File: src/rtl/icache_burst_bridge.sv
// ---------------------------------------------------------------------------
// icache_burst_bridge
//
// Turns a single instruction-cache line refill command (byte address plus
// log2 of the burst size) into a series of single-word reads on a simple
// pipelined instruction bus. Read data comes back to the cache as an
// in-order response stream, one word per beat, with no backpressure.
// The number of bus reads in flight is capped at MAX_PENDING so that the
// bus slave's request queue can never overflow.
//
// Ports:
//   clk, reset                     clock, synchronous active-high reset
//   io_cache_cmd_*                 refill request from the cache (valid/ready)
//   io_cache_rsp_*                 response words to the cache (valid only)
//   io_bus_cmd_*                   single-word read requests (valid/ready)
//   io_bus_rsp_*                   read data from the bus, in issue order
//   io_busy                        high while a burst is in progress
// ---------------------------------------------------------------------------
module icache_burst_bridge #(
    parameter int MAX_PENDING = 4,
    parameter int BEAT_BYTES  = 4
) (
    input  logic        clk,
    input  logic        reset,
    input  logic        io_cache_cmd_valid,
    output logic        io_cache_cmd_ready,
    input  logic [31:0] io_cache_cmd_payload_address,
    input  logic [2:0]  io_cache_cmd_payload_size,
    output logic        io_cache_rsp_valid,
    output logic [31:0] io_cache_rsp_payload_data,
    output logic        io_cache_rsp_payload_error,
    output logic        io_bus_cmd_valid,
    input  logic        io_bus_cmd_ready,
    output logic [31:0] io_bus_cmd_payload_address,
    input  logic        io_bus_rsp_valid,
    input  logic [31:0] io_bus_rsp_payload_data,
    input  logic        io_bus_rsp_payload_error,
    output logic        io_busy
);

    localparam int PEND_W     = $clog2(MAX_PENDING + 1);
    localparam int BEAT_SHIFT = $clog2(BEAT_BYTES);
    localparam logic [PEND_W-1:0] PEND_LIMIT = PEND_W'(MAX_PENDING);

    typedef enum logic {
        IDLE,
        BURST
    } StateT;

    StateT             state;
    StateT             nextState;
    logic [31:0]       base;
    logic [3:0]        beats;
    logic [3:0]        issued;
    logic [3:0]        received;
    logic [PEND_W-1:0] pending;

    logic              cmdFire;
    logic              busFire;
    logic              rspAccept;
    logic              lastRsp;
    logic [2:0]        effSize;
    logic [31:0]       lineBase;
    logic [3:0]        lineBeats;

    // Sizes below one word collapse to a single beat and sizes above a full
    // 32-byte line are clamped to the line, so the burst never exceeds 8 beats
    // and the base stays word aligned.
    always_comb begin
        effSize = io_cache_cmd_payload_size;
        if (io_cache_cmd_payload_size < 3'(BEAT_SHIFT)) begin
            effSize = 3'(BEAT_SHIFT);
        end else if (io_cache_cmd_payload_size > 3'd5) begin
            effSize = 3'd5;
        end
    end

    assign lineBase  = io_cache_cmd_payload_address & ~((32'd1 << effSize) - 32'd1);
    assign lineBeats = 4'(4'd1 << (effSize - 3'(BEAT_SHIFT)));

    // A bus response with nothing outstanding is stray (for example it belongs
    // to a burst that was killed by reset) and is silently dropped.
    assign cmdFire   = io_cache_cmd_valid && io_cache_cmd_ready;
    assign busFire   = io_bus_cmd_valid && io_bus_cmd_ready;
    assign rspAccept = io_bus_rsp_valid && (pending != '0);
    assign lastRsp   = (state == BURST) && rspAccept && ((received + 4'd1) == beats);

    assign io_bus_cmd_payload_address = base + (32'(issued) << BEAT_SHIFT);

    // State register for the refill FSM.
    always_ff @(posedge clk) begin
        if (reset) begin
            state <= IDLE;
        end else begin
            state <= nextState;
        end
    end

    // Next-state and handshake outputs. The bus request is only raised while
    // words remain and the slave has room; since pending can only fall while
    // a request waits, a raised request stays up with a stable address.
    always_comb begin
        nextState          = state;
        io_cache_cmd_ready = 1'b0;
        io_bus_cmd_valid   = 1'b0;
        io_busy            = 1'b0;
        unique case (state)
            IDLE: begin
                io_cache_cmd_ready = 1'b1;
                if (io_cache_cmd_valid) begin
                    nextState = BURST;
                end
            end
            BURST: begin
                io_busy          = 1'b1;
                io_bus_cmd_valid = (issued < beats) && (pending < PEND_LIMIT);
                if (lastRsp) begin
                    nextState = IDLE;
                end
            end
            default: nextState = IDLE;
        endcase
    end

    // Burst bookkeeping: latched line base and length, words issued and
    // answered, and the in-flight count used for the outstanding cap.
    always_ff @(posedge clk) begin
        if (reset) begin
            base     <= '0;
            beats    <= '0;
            issued   <= '0;
            received <= '0;
            pending  <= '0;
        end else begin
            if (cmdFire) begin
                base     <= lineBase;
                beats    <= lineBeats;
                issued   <= '0;
                received <= '0;
            end else begin
                if (busFire) begin
                    issued <= issued + 4'd1;
                end
                if (rspAccept && (state == BURST)) begin
                    received <= received + 4'd1;
                end
            end
            unique case ({busFire, rspAccept})
                2'b10:   pending <= pending + PEND_W'(1);
                2'b01:   pending <= pending - PEND_W'(1);
                default: pending <= pending;
            endcase
        end
    end

    // Registered response path: one cycle behind the bus. Data and error are
    // only updated on an accepted word so they hold while valid is low.
    always_ff @(posedge clk) begin
        if (reset) begin
            io_cache_rsp_valid         <= 1'b0;
            io_cache_rsp_payload_data  <= '0;
            io_cache_rsp_payload_error <= 1'b0;
        end else begin
            io_cache_rsp_valid <= rspAccept;
            if (rspAccept) begin
                io_cache_rsp_payload_data  <= io_bus_rsp_payload_data;
                io_cache_rsp_payload_error <= io_bus_rsp_payload_error;
            end
        end
    end

endmodule
File: config.mk
export PLATFORM = sky130hd
export DESIGN_NAME = icache_burst_bridge
export DESIGN_NICKNAME = d
export VERILOG_FILES = /design/src/rtl/icache_burst_bridge.sv
export SDC_FILE = /design/constraint.sdc
export NUM_CORES = 1
export LEC_CHECK = 0
export CAP_MARGIN = 10
export CELL_PAD_IN_SITES_DETAIL_PLACEMENT = 2
export CELL_PAD_IN_SITES_GLOBAL_PLACEMENT = 2
export CORE_ASPECT_RATIO = 2
export CORE_MARGIN = 2
export CORE_UTILIZATION = 25
export DETAILED_ROUTE_END_ITERATION = 16
export GPL_TIMING_DRIVEN = 1
export PLACE_DENSITY = 0.84
export SLEW_MARGIN = 15
export SYNTH_ARGS = -nofsm -noshare
export SYNTH_HDL_FRONTEND = slang
export SYNTH_SLANG_ARGS = --single-unit
File: constraint.sdc
create_clock -name clk -period 2.5 [get_ports clk]
set_input_delay 0.25 -clock clk [delete_from_list [all_inputs] [get_ports clk]]
set_output_delay 0.25 -clock clk [all_outputs]
set_load 0.005 [all_outputs]
# Word level (Yosys, flattened, before mapping)
# Index checks and enable logic that the tools add are counted.
word_totals:
  register_bits: 82
op_classes:
  n_shift: 2
  magnitude_cmp: 4
  bitwise: 3
  mux: 9
  n_eq_ne: 3
  addsub: 7
  reduce_logical: 9
ops:
  columns: ["op", "n"]
  rows:
  - ["adder 32 x 6 -> 32 bit", 1]
  - ["AND 32 bit", 1]
  - ["inverter 32 bit", 1]
  - ["left shift 1 x 3 -> 32 bit, first input constant", 1]
  - ["subtractor 32 x 1 -> 32 bit, second input constant", 1]
  - ["adder 4 x 1 -> 4 bit, second input constant", 2]
  - ["logical AND 1 bit", 6]
  - ["two-way mux 3 bit", 2]
  - ["case mux 3 bit (2 select lines)", 1]
  - ["two-way mux 1 bit", 5]
  - ["== test 4 bit", 1]
  - ["less-than comparator 4 bit", 1]
  - ["left shift 1 x 3 -> 4 bit, first input constant", 1]
  - ["adder 3 x 1 -> 3 bit, second input constant", 1]
  - ["> comparator 3 bit, second input constant", 1]
  - ["less-than comparator 3 x 2 -> 1 bit, second input constant", 1]
  - ["less-than comparator 3 bit, second input constant", 1]
  - ["nonzero test 3 bit", 1]
  - ["subtractor 3 x 1 -> 3 bit, second input constant", 1]
  - ["subtractor 3 x 2 -> 3 bit, second input constant", 1]
  - ["== test 2 x 1 -> 1 bit, second input constant", 1]
  - ["== test 2 bit, second input constant", 1]
  - ["case mux 1 bit (2 select lines)", 1]
  - ["nonzero test 2 bit", 1]
  - ["2 further kinds", 2]

# Depth between registers and ports, before layout
# Gate-level depths: netlist of run 1.
logic_depth:
  word_depth: 7
  depth_mapped: 10

# Worst setup path after synthesis of run 1
# OpenSTA, ideal clock, no wires.
synth_path:
  path_type: "reg2reg"
  startpoint: "register beats[3]"
  endpoint: "register pending[2]"
  path_stages_with_launch: 11
  arrival_ns: 2.190
  setup_time_ns: 0.070
  n_path_buf: 0
  period_less_slack_ns: 2.260
  path_slack_ns: 0.240
  required_ns: 2.430
  cell_sequence: "dfxtp_1 > inv_1 > ha_1 > o21ai_0 > o21ai_2 > ha_1 > inv_1 > fa_1 > xor2_1 > or3_1 > a21oi_1"
synth_between:
  elab_chain_cells: 6
  word_cells_on_any_way: 8
synth_rtl:
  columns: ["element", "line_no", "text"]
  rows:
  - ["from (decl)", "53", "logic [3:0] beats;"]
  - ["from (signal assigned)", "137", "beats <= lineBeats;"]
  - ["less-than comparator 4 bit (*)", "116", "io_bus_cmd_valid = (issued < beats) && (pending < PEND_LIMIT);"]
  - ["logical AND 1 bit (*)", "116", null]
  - ["two-way mux 1 bit (*)", "107", "unique case (state)"]
  - ["logical AND 1 bit (*)", "84", "assign busFire = io_bus_cmd_valid && io_bus_cmd_ready;"]
  - ["== test 2 x 1 -> 1 bit / == test 2 bit (equally long branches)", "148", "unique case ({busFire, rspAccept})"]
  - ["case mux 3 bit (2 select lines) / nonzero test 2 bit (equally long branches)", null, null]
  - ["to (signal assigned)", "149", "2'b10: pending <= pending + PEND_W'(1);"]
  - ["to (signal assigned)", "150", "2'b01: pending <= pending - PEND_W'(1);"]
  - ["to (signal assigned)", "151", "default: pending <= pending;"]
  - ["to (decl)", "56", "logic [PEND_W-1:0] pending;"]
# Every way passes the cells marked *; elsewhere a longest branch is shown, timed or not.
# A chain may end at the register's enable or synchronous reset.

# Final worst setup path of run 1
layout_path:
  startpoint: "register issued[0]"
  endpoint: "output port io_bus_cmd_payload_address[20]"
layout_between:
  elab_chain_cells: 1
layout_rtl:
  columns: ["element", "line_no", "text"]
  rows:
  - ["from (decl)", "54", "logic [3:0] issued;"]
  - ["from (signal assigned)", "142", "issued <= issued + 4'd1;"]
  - ["adder 32 x 6 -> 32 bit", "88", "assign io_bus_cmd_payload_address = base + (32'(issued) << BEAT_SHIFT);"]
  - ["to (decl)", "34", "output logic [31:0] io_bus_cmd_payload_address,"]
# No other way between the ends.

==> results of run 1 <==
[routing by layer]
metal | part of all wire (%) | wire length [um]
met5 | 0 | 0
met4 | 4.2 | 608
met3 | 4.5 | 663
met2 | 59 | 8537
met1 | 33 | 4763
[power by group]
| group | internal, mW | leakage, nW | switching (mW) |
|---|---|---|---|
| Combinational | 0.289 | 1.44 | 0.237 |
| Sequential | 1.38 | 0.668 | 0.0664 |
| Clock | 0.868 | 0.145 | 0.540 |
[metrics by stage]
stage / cells / instance area, um^2 / TNS [ps] / power, mW
floorplan: 422 / 3666 / 0 / 1.659
global placement: 753 / 5396 / -1783 / 1.975
detailed placement: 753 / 5396 / -3209 / 2.007
CTS: 775 / 5791 / -713.8 / 3.424
global route: 782 / 5917 / -1566 / 3.538
finish: 782 / 5917 / -433.5 / 3.376
[registers in the layout, summed over array words and instances (netlist names)]
signal	cells
io_cache_rsp_payload_error	1
base	32
io_cache_rsp_payload_data	32
beats	4
io_cache_rsp_valid	1
issued	4
pending	3
state	1
received	4
[worst paths after layout]
check | slack [ps] | to | depth (start not counted) | startpoint
worst max-delay path | -120 | io_bus_cmd_payload_address[20] | 10 | issued[0]$_SDFFE_PP0P_
worst min-delay path | 360 | base[31]$_SDFFE_PP0P_ | 3 | reset
worst min register to register | 460 | io_cache_rsp_payload_data[25]$_SDFFE_PP0P_ | 2 | io_cache_rsp_payload_data[25]$_SDFFE_PP0P_
worst max register to register | 110 | pending[2]$_SDFFE_PP0P_ | 10 | issued[3]$_SDFFE_PP0P_
[final cells by class]
type | count | share of cell area, %
Antenna cell | 1 | 0.04229
Clock buffer | 10 | 3.870
Clock inverter | 5 | 1.353
Inverter | 16 | 1.015
Multi-Input combinational cell | 300 | 34.81
Sequential cell | 82 | 27.81
Tap cell | 192 | 4.060
Timing Repair Buffer | 176 | 27.05
[placed cells by master, fill, tap and decap left out, drive strengths merged, types with 2 or more instances in the layout]
cell           netlist  layout
a21oi               43      43
a22o                25      25
a32o                 4       4
and3                 4       4
and4                 2       2
buf                  9      54
bufinv               0       2
clkbuf              15      15
clkdlybuf4s50        0     111
clkinvlp             0       2
conb                 2       4
dfxtp               82      82
dlygate4sd2          0       5
fa                   2       2
ha                  12      12
inv                 16      16
nand2               86      86
nand2b               2       2
nand3               18      18
nand4                7       7
nor2                17      17
nor2b                2       2
nor3                 4       4
o21ai               11      11
o22ai                2       2
o31ai                2       2
or3                  3       3
xnor2               27      27
xor2                13      13
[what timing repair did]
action                                  4_1_cts  5_1_grt
gates resized for setup                     101       38
buffers inserted                              7        7
endpoints found under the setup margin       28       25
gates cloned                                  0        0
pin swaps                                    15       18
hold buffers                                  0        0
[kinds of logic after synthesis]
kind of cell / count (synthesis)
AND/OR/NAND/NOR: 149
other: 2
buffers and inverters: 40
adder cells (fa/ha/maj): 14
AO/OA/AOI/OAI: 93
flip-flops: 82
XOR/XNOR: 40
[worst register-to-register path: stages, from the launching register on]
cell and delay [ps]:
dfxtp_1 340, buf_4 160, ha_1 260, o21ai_1 90
o21ai_2 180, ha_2 220, inv_1 60, fa_1 380
xor2_1 180, or3_1 310, a21oi_1 130
==> results by group, run 1 <==
Timing
  • Worst clock skew: 7.603 ps
  • Final Hold Viols: 0
  • PnR worst setup slack: -117.9 ps
  • Fin crit share: 104.7%
  • Max-slew headroom: 62.92%
  • Fmax: 0.3820 GHz
  • Final min period: ~2600 ps
  • Max Slew Vio Count: 0
  • Worst Max-Slew Pin Slew: 556.2 ps
  • Unrepaired setup endpoints after global routing: yes
  • # setup viols final: 7
  • Hold WS: about 360 ps

Clock tree
  • Worst-Skew Late Latency: approximately 330 ps
  • CTS Buffer Depth: 2
  • Reg clk slew, reported paths: 60 ps
  • Clock root buffer: clkbuf_16
  • TritonCTS Buffers: 9
  • # H-tree levels: 3
  • CTS tree: yes
  • Clock sink total: 82

Critical path
  • CP endpoint kind: output port
  • Critical path peak fanout: 5
  • Critical path's slowest cell: dfxtp_2
  • Buf/Inv on CP: 3
  • WP data arrival: 2370 ps
  • CP Launch Type: register
  • Worst Path Required: between 2000 and 2500 ps
  • CP max stage delay: 350 ps
  • CP Cell Sequence: ha_4, inv_2, fa_2, nor2b_2, o31a_1, and3_4, buf_6, nand4_1, xnor2_1, buf_2
  • Crit path max-delay family: adder cells
  • CP Class: register to output port

Finish
  • Final Util: 41.23%
  • Final #Nets: roughly 670
  • Multi-input combinational cell area: 2059 um^2
  • Register area: 1645 um^2
  • Layout area overhead: 61.73%
  • # fillers: ~1600
  • Share of layout cells above drive strength 1: 20.20%

Floorplan
  • Die width: between 80 and 90 um
  • DIE HEIGHT: 175.1 um
  • Die area: around 16000 um^2
  • Core Area: 14350 um^2
  • FP Rows: 62
  • # IOs: 142
  • Starting Density: roughly a quarter

Synthesis
  • Yosys warnings: 0
  • Post-synth cell types: 43
  • Mapped Area: 3659 um^2
  • Adder-Cell Fraction of Synth Area: 5.198%
  • Synth area leaders: dfxtp_1 (45%), nand2_1 (8.8%), xnor2_1 (6.5%)
  • Register bit total from synthesis: 82
  • Mapped Cells: 420
  • Most common cell in the synthesized netlist: nand2_1
  • Fraction of registers with async set/reset: 0%
  • Combinational family with the most area after synthesis: simple AND/OR/NAND/NOR gates
  • Post-synth EDFFs: 0
  • Seq/Total Area, Yosys: 44.87%
  • Top cell type's share of synthesized area: 44.87%
  • Top_reg_cell synth: dfxtp_1
  • Synth Area in Simple Gates: between 10% and 20%
  • Mux contribution to synthesized area: 0%
  • Post-synthesis xor/xnor area fraction: 9.576%
  • Most instantiated cells after synthesis: nand2_1 (86), dfxtp_1 (82), a21oi_1 (43)
  • Syn_area_per_cell: 8.711 um^2
  • Synth Area in Compound Gates: 17.17%
  • Post-synth top area cell: dfxtp_1

Outcome
  • Failing checks: negative setup slack
  • Run status: complete, but fails checks

Detailed routing
  • WL per Instance: 18.63 um
  • Via Count: about 3700
  • DR vias/cell: 4.761
  • Final wirelength: 14570 um
  • Remaining DRCs: 0
  • 1st-pass router iterations: 4
  • ANT nets after route: 0
  • Iteration-0 DRC Markers: 120

Placed design
  • Global placer's final weighted congestion: 0.7976
  • Post-Place Setup Slack: -317.2 ps
  • Detail Placement HPWL: 10990 um
  • PortBufs: 140

GRT
  • Grt met3 use: around 4.7%
  • Met2 usage: 36.21%
  • Vias in the first global route: ~4300
  • Global-route wire length before repair: 22680 um
  • Initial antenna violation count: 1
  • GR peak layer: met2
  • Met1 Usage GRT: 17.71%
  • Grt ovf: 0
  • Pin count of the biggest net entering global routing: 41
  • GRT Overall Usage: 19.07%

Power and ir drop
  • Leakage: 2.255 nW
  • Worst IR Drop VDD: roughly 0.32 mV
  • PwrDens: 570.6 nW/um^2

Hold path
  • Hold/Removal Path Class: input pin to register

Flow run
  • MaxCap Viol Count: 0
No activity file was read; power rests on OpenSTA's default activity.
==> run 2, diff against run 1 <==
- SETUP_SLACK_MARGIN: not set -> 0.02
==> run 2 against run 1 <==
Against the previous run: the flow still finishes with violations (negative setup slack); die area did not move; final cell count rose by 0.38%; first-iteration DRC count fell by 14%; clock power barely moved; hold slack got worse by 5.4 ps; highest routed layer unchanged; via count rose by 0.94%; power rose by 0.22%; core utilization rose by 0.78 points; non-clock buffer count rose by 2.
==> results by group, run 2 (synthesized netlist as in run 1, its figures left out) <==
GRT
  • GRT Overall Usage: approximately a fifth
  • Vias in the first global route: 4389
  • Initial antenna violation count: 2
  • Global-route wire length before repair: roughly 23000 um
  • Pin count of the biggest net entering global routing: roughly 40
  • Grt ovf: 0

Timing
  • # setup viols final: 9
  • Worst clock skew: 8.440 ps
  • Unrepaired setup endpoints after global routing: yes
  • Max-slew headroom: 63.14%
  • Fin crit share: 107.4%
  • Worst Max-Slew Pin Slew: 552.9 ps
  • Max Slew Vio Count: 0
  • Fmax: 0.3726 GHz
  • Hold WS: 350.7 ps
  • PnR worst setup slack: -184.1 ps
  • Final Hold Viols: 0
  • Final min period: approximately 2700 ps

Power and ir drop
  • Switching part of the total: roughly 25%
  • Comb pwr share: 15.7%
  • NetSw: approximately 0.85 mW
  • Final total power: 3.384 mW
  • Leakage: about 2.3 nW
  • Clock network power share: around two fifths
  • Sequential share of power: about 43%
  • Worst IR Drop VDD: between 0.3 and 0.4 mV
  • PwrDens: 561.3 nW/um^2
  • Int Power: 2.537 mW

Clock tree
  • CTS Hold Bufs: 0
  • Clock root buffer: clkbuf_16
  • Reg clk slew, reported paths: 60 ps
  • Worst-Skew Late Latency: roughly 340 ps
  • Clock sink total: 82
  • # H-tree levels: 3
  • CTS Buffer Depth: 2
  • TritonCTS Buffers: 9
  • CTS tree: yes

Critical path
  • WP depth: 10
  • Worst Path Required: between 2000 and 2500 ps
  • CP endpoint kind: output port
  • CP Launch Type: register
  • Critical path's slowest cell: dfxtp_4
  • Critical path peak fanout: 5
  • WP data arrival: around 2400 ps
  • Reg-to-Reg Start: issued[3]$_SDFFE_PP0P_
  • Worst r2r dst: pending[2]$_SDFFE_PP0P_
  • Buf/Inv on CP: 3
  • Setup crit end: io_bus_cmd_payload_address[26]
  • CP max stage delay: 360 ps
  • Reg2reg setup slack: 110 ps
  • Crit path max-delay family: simple AND/OR/NAND/NOR gates
  • Worst reg-to-reg path cell count: 10
  • CP Class: register to output port
  • CP Cell Sequence: ha_4, inv_4, fa_2, nor2b_2, o31a_1, and3_4, buf_6, nand4_1, xnor2_1, buf_2
  • Crit. Startpoint: base[2]$_SDFFE_PP0P_

Placed design
  • Global placer's final weighted congestion: 0.7976
  • Detail Placement HPWL: ~11000 um
  • PortBufs: 140

Finish
  • Commonest non-fill, non-tap cell in the layout: clkdlybuf4s50_1
  • Layout area overhead: 64.77%
  • Final #Nets: 674
  • Commonest cells after routing, fill and taps aside: clkdlybuf4s50_1 (110), nand2_1 (82), dfxtp_1 (76), a21oi_1 (40), buf_4 (27)
  • Share of layout cells above drive strength 1: 21.15%
  • Largest registers: base x32, io_cache_rsp_payload_data x32

Detailed routing
  • Final wirelength: 15100 um
  • DR vias/cell: 4.787
  • WL per Instance: 19.24 um
  • Iteration-0 DRC Markers: 103
  • ANT nets after route: 0
  • Via Count: 3758
  • Remaining DRCs: 0
  • 1st-pass router iterations: 4

Floorplan
  • FP Rows: 62
  • Starting Density: 25.49%
  • DIE HEIGHT: around 180 um
  • Core Area: 14350 um^2
  • Die width: 89.54 um
  • Die area: 15680 um^2
  • # IOs: 142

Outcome
  • Run status: complete, but fails checks
  • Failing checks: negative setup slack

Flow run
  • MaxCap Viol Count: 0

Hold path
  • Hold Path Origin: reset
  • Hold/Removal Path Class: input pin to register
run 2: cell types whose count changed in the layout (fill, tap and decap cells not counted), moves of 2 or more:
cell,delta
dfxtp_1,-3
buf_6,+3
clkdlybuf4s15_1,+2
clkbuf_2,-4
dfxtp_2,+2
nand3_4,+2
run 2: per-layer routing:
metal,up-vias,share of wire [%],track usage [%]
li1,1760,-,-
met3,35,4.4,4.865
met1,1849,32,17.79
met5,-,0,0
met4,0,4.7,10.01
met2,114,59,37.47
run 2: layout make-up:
| type | count | area, um^2 |
|---|---|---|
| inverters | 16 | 62.56 |
| repair buffers | 178 | 1649 |
| flip-flops and latches | 82 | 1652 |
| fillers | 1538 | 8323 |
| clock inverters | 5 | 80.08 |
| well taps | 192 | 240.2 |
| diodes | 2 | 5.005 |
| clock buffers | 10 | 229.0 |
| multi-input cells | 300 | 2111 |
run 2: what timing repair did:
action,in CTS,in global routing
hold endpoints to repair,0,0
cloned,0,0
setup buffers,11,7
gates resized for setup,121,33
setup endpoints to repair,28,27
pin swaps,20,19
run 2: tightest hold or removal path: stages:
cell	delay [ps]
buf_2	110
nor3_1	90
a22o_1	180
run 2: worst min-delay path by stage:
stage,depth (start not counted),end
after floorplan,2,base[21]$_SDFFE_PP0P_
after CTS,3,base[31]$_SDFFE_PP0P_
after global routing,3,base[31]$_SDFFE_PP0P_
final,3,base[31]$_SDFFE_PP0P_
after detailed placement,2,io_cache_rsp_payload_data[31]$_SDFFE_PP0P_
after global placement,2,io_cache_rsp_payload_data[1]$_SDFFE_PP0P_
run 2: through the flow:
step	cells	cell area, um^2	TNS (ps)	setup slack, ps	utilization [%]
after floorplan	422	3666	0	240.0	-
after global placement	753	5396	-1783	-173.7	37.60
after detailed placement	753	5396	-3209	-317.2	37.60
after CTS	779	5876	-921.0	-184.2	40.94
after global routing	785	6028	-1883	-303.9	42.01
final	785	6028	-705.6	-184.1	42.01
run 2: power groups by stage:
stage,combinational (mW),sequential (mW),clock [mW]
after floorplan,0.207,1.45,0
after CTS,0.530,1.44,1.46
after detailed placement,0.541,1.47,0
final,0.530,1.44,1.41
after global placement,0.516,1.46,0
after global routing,0.580,1.45,1.52
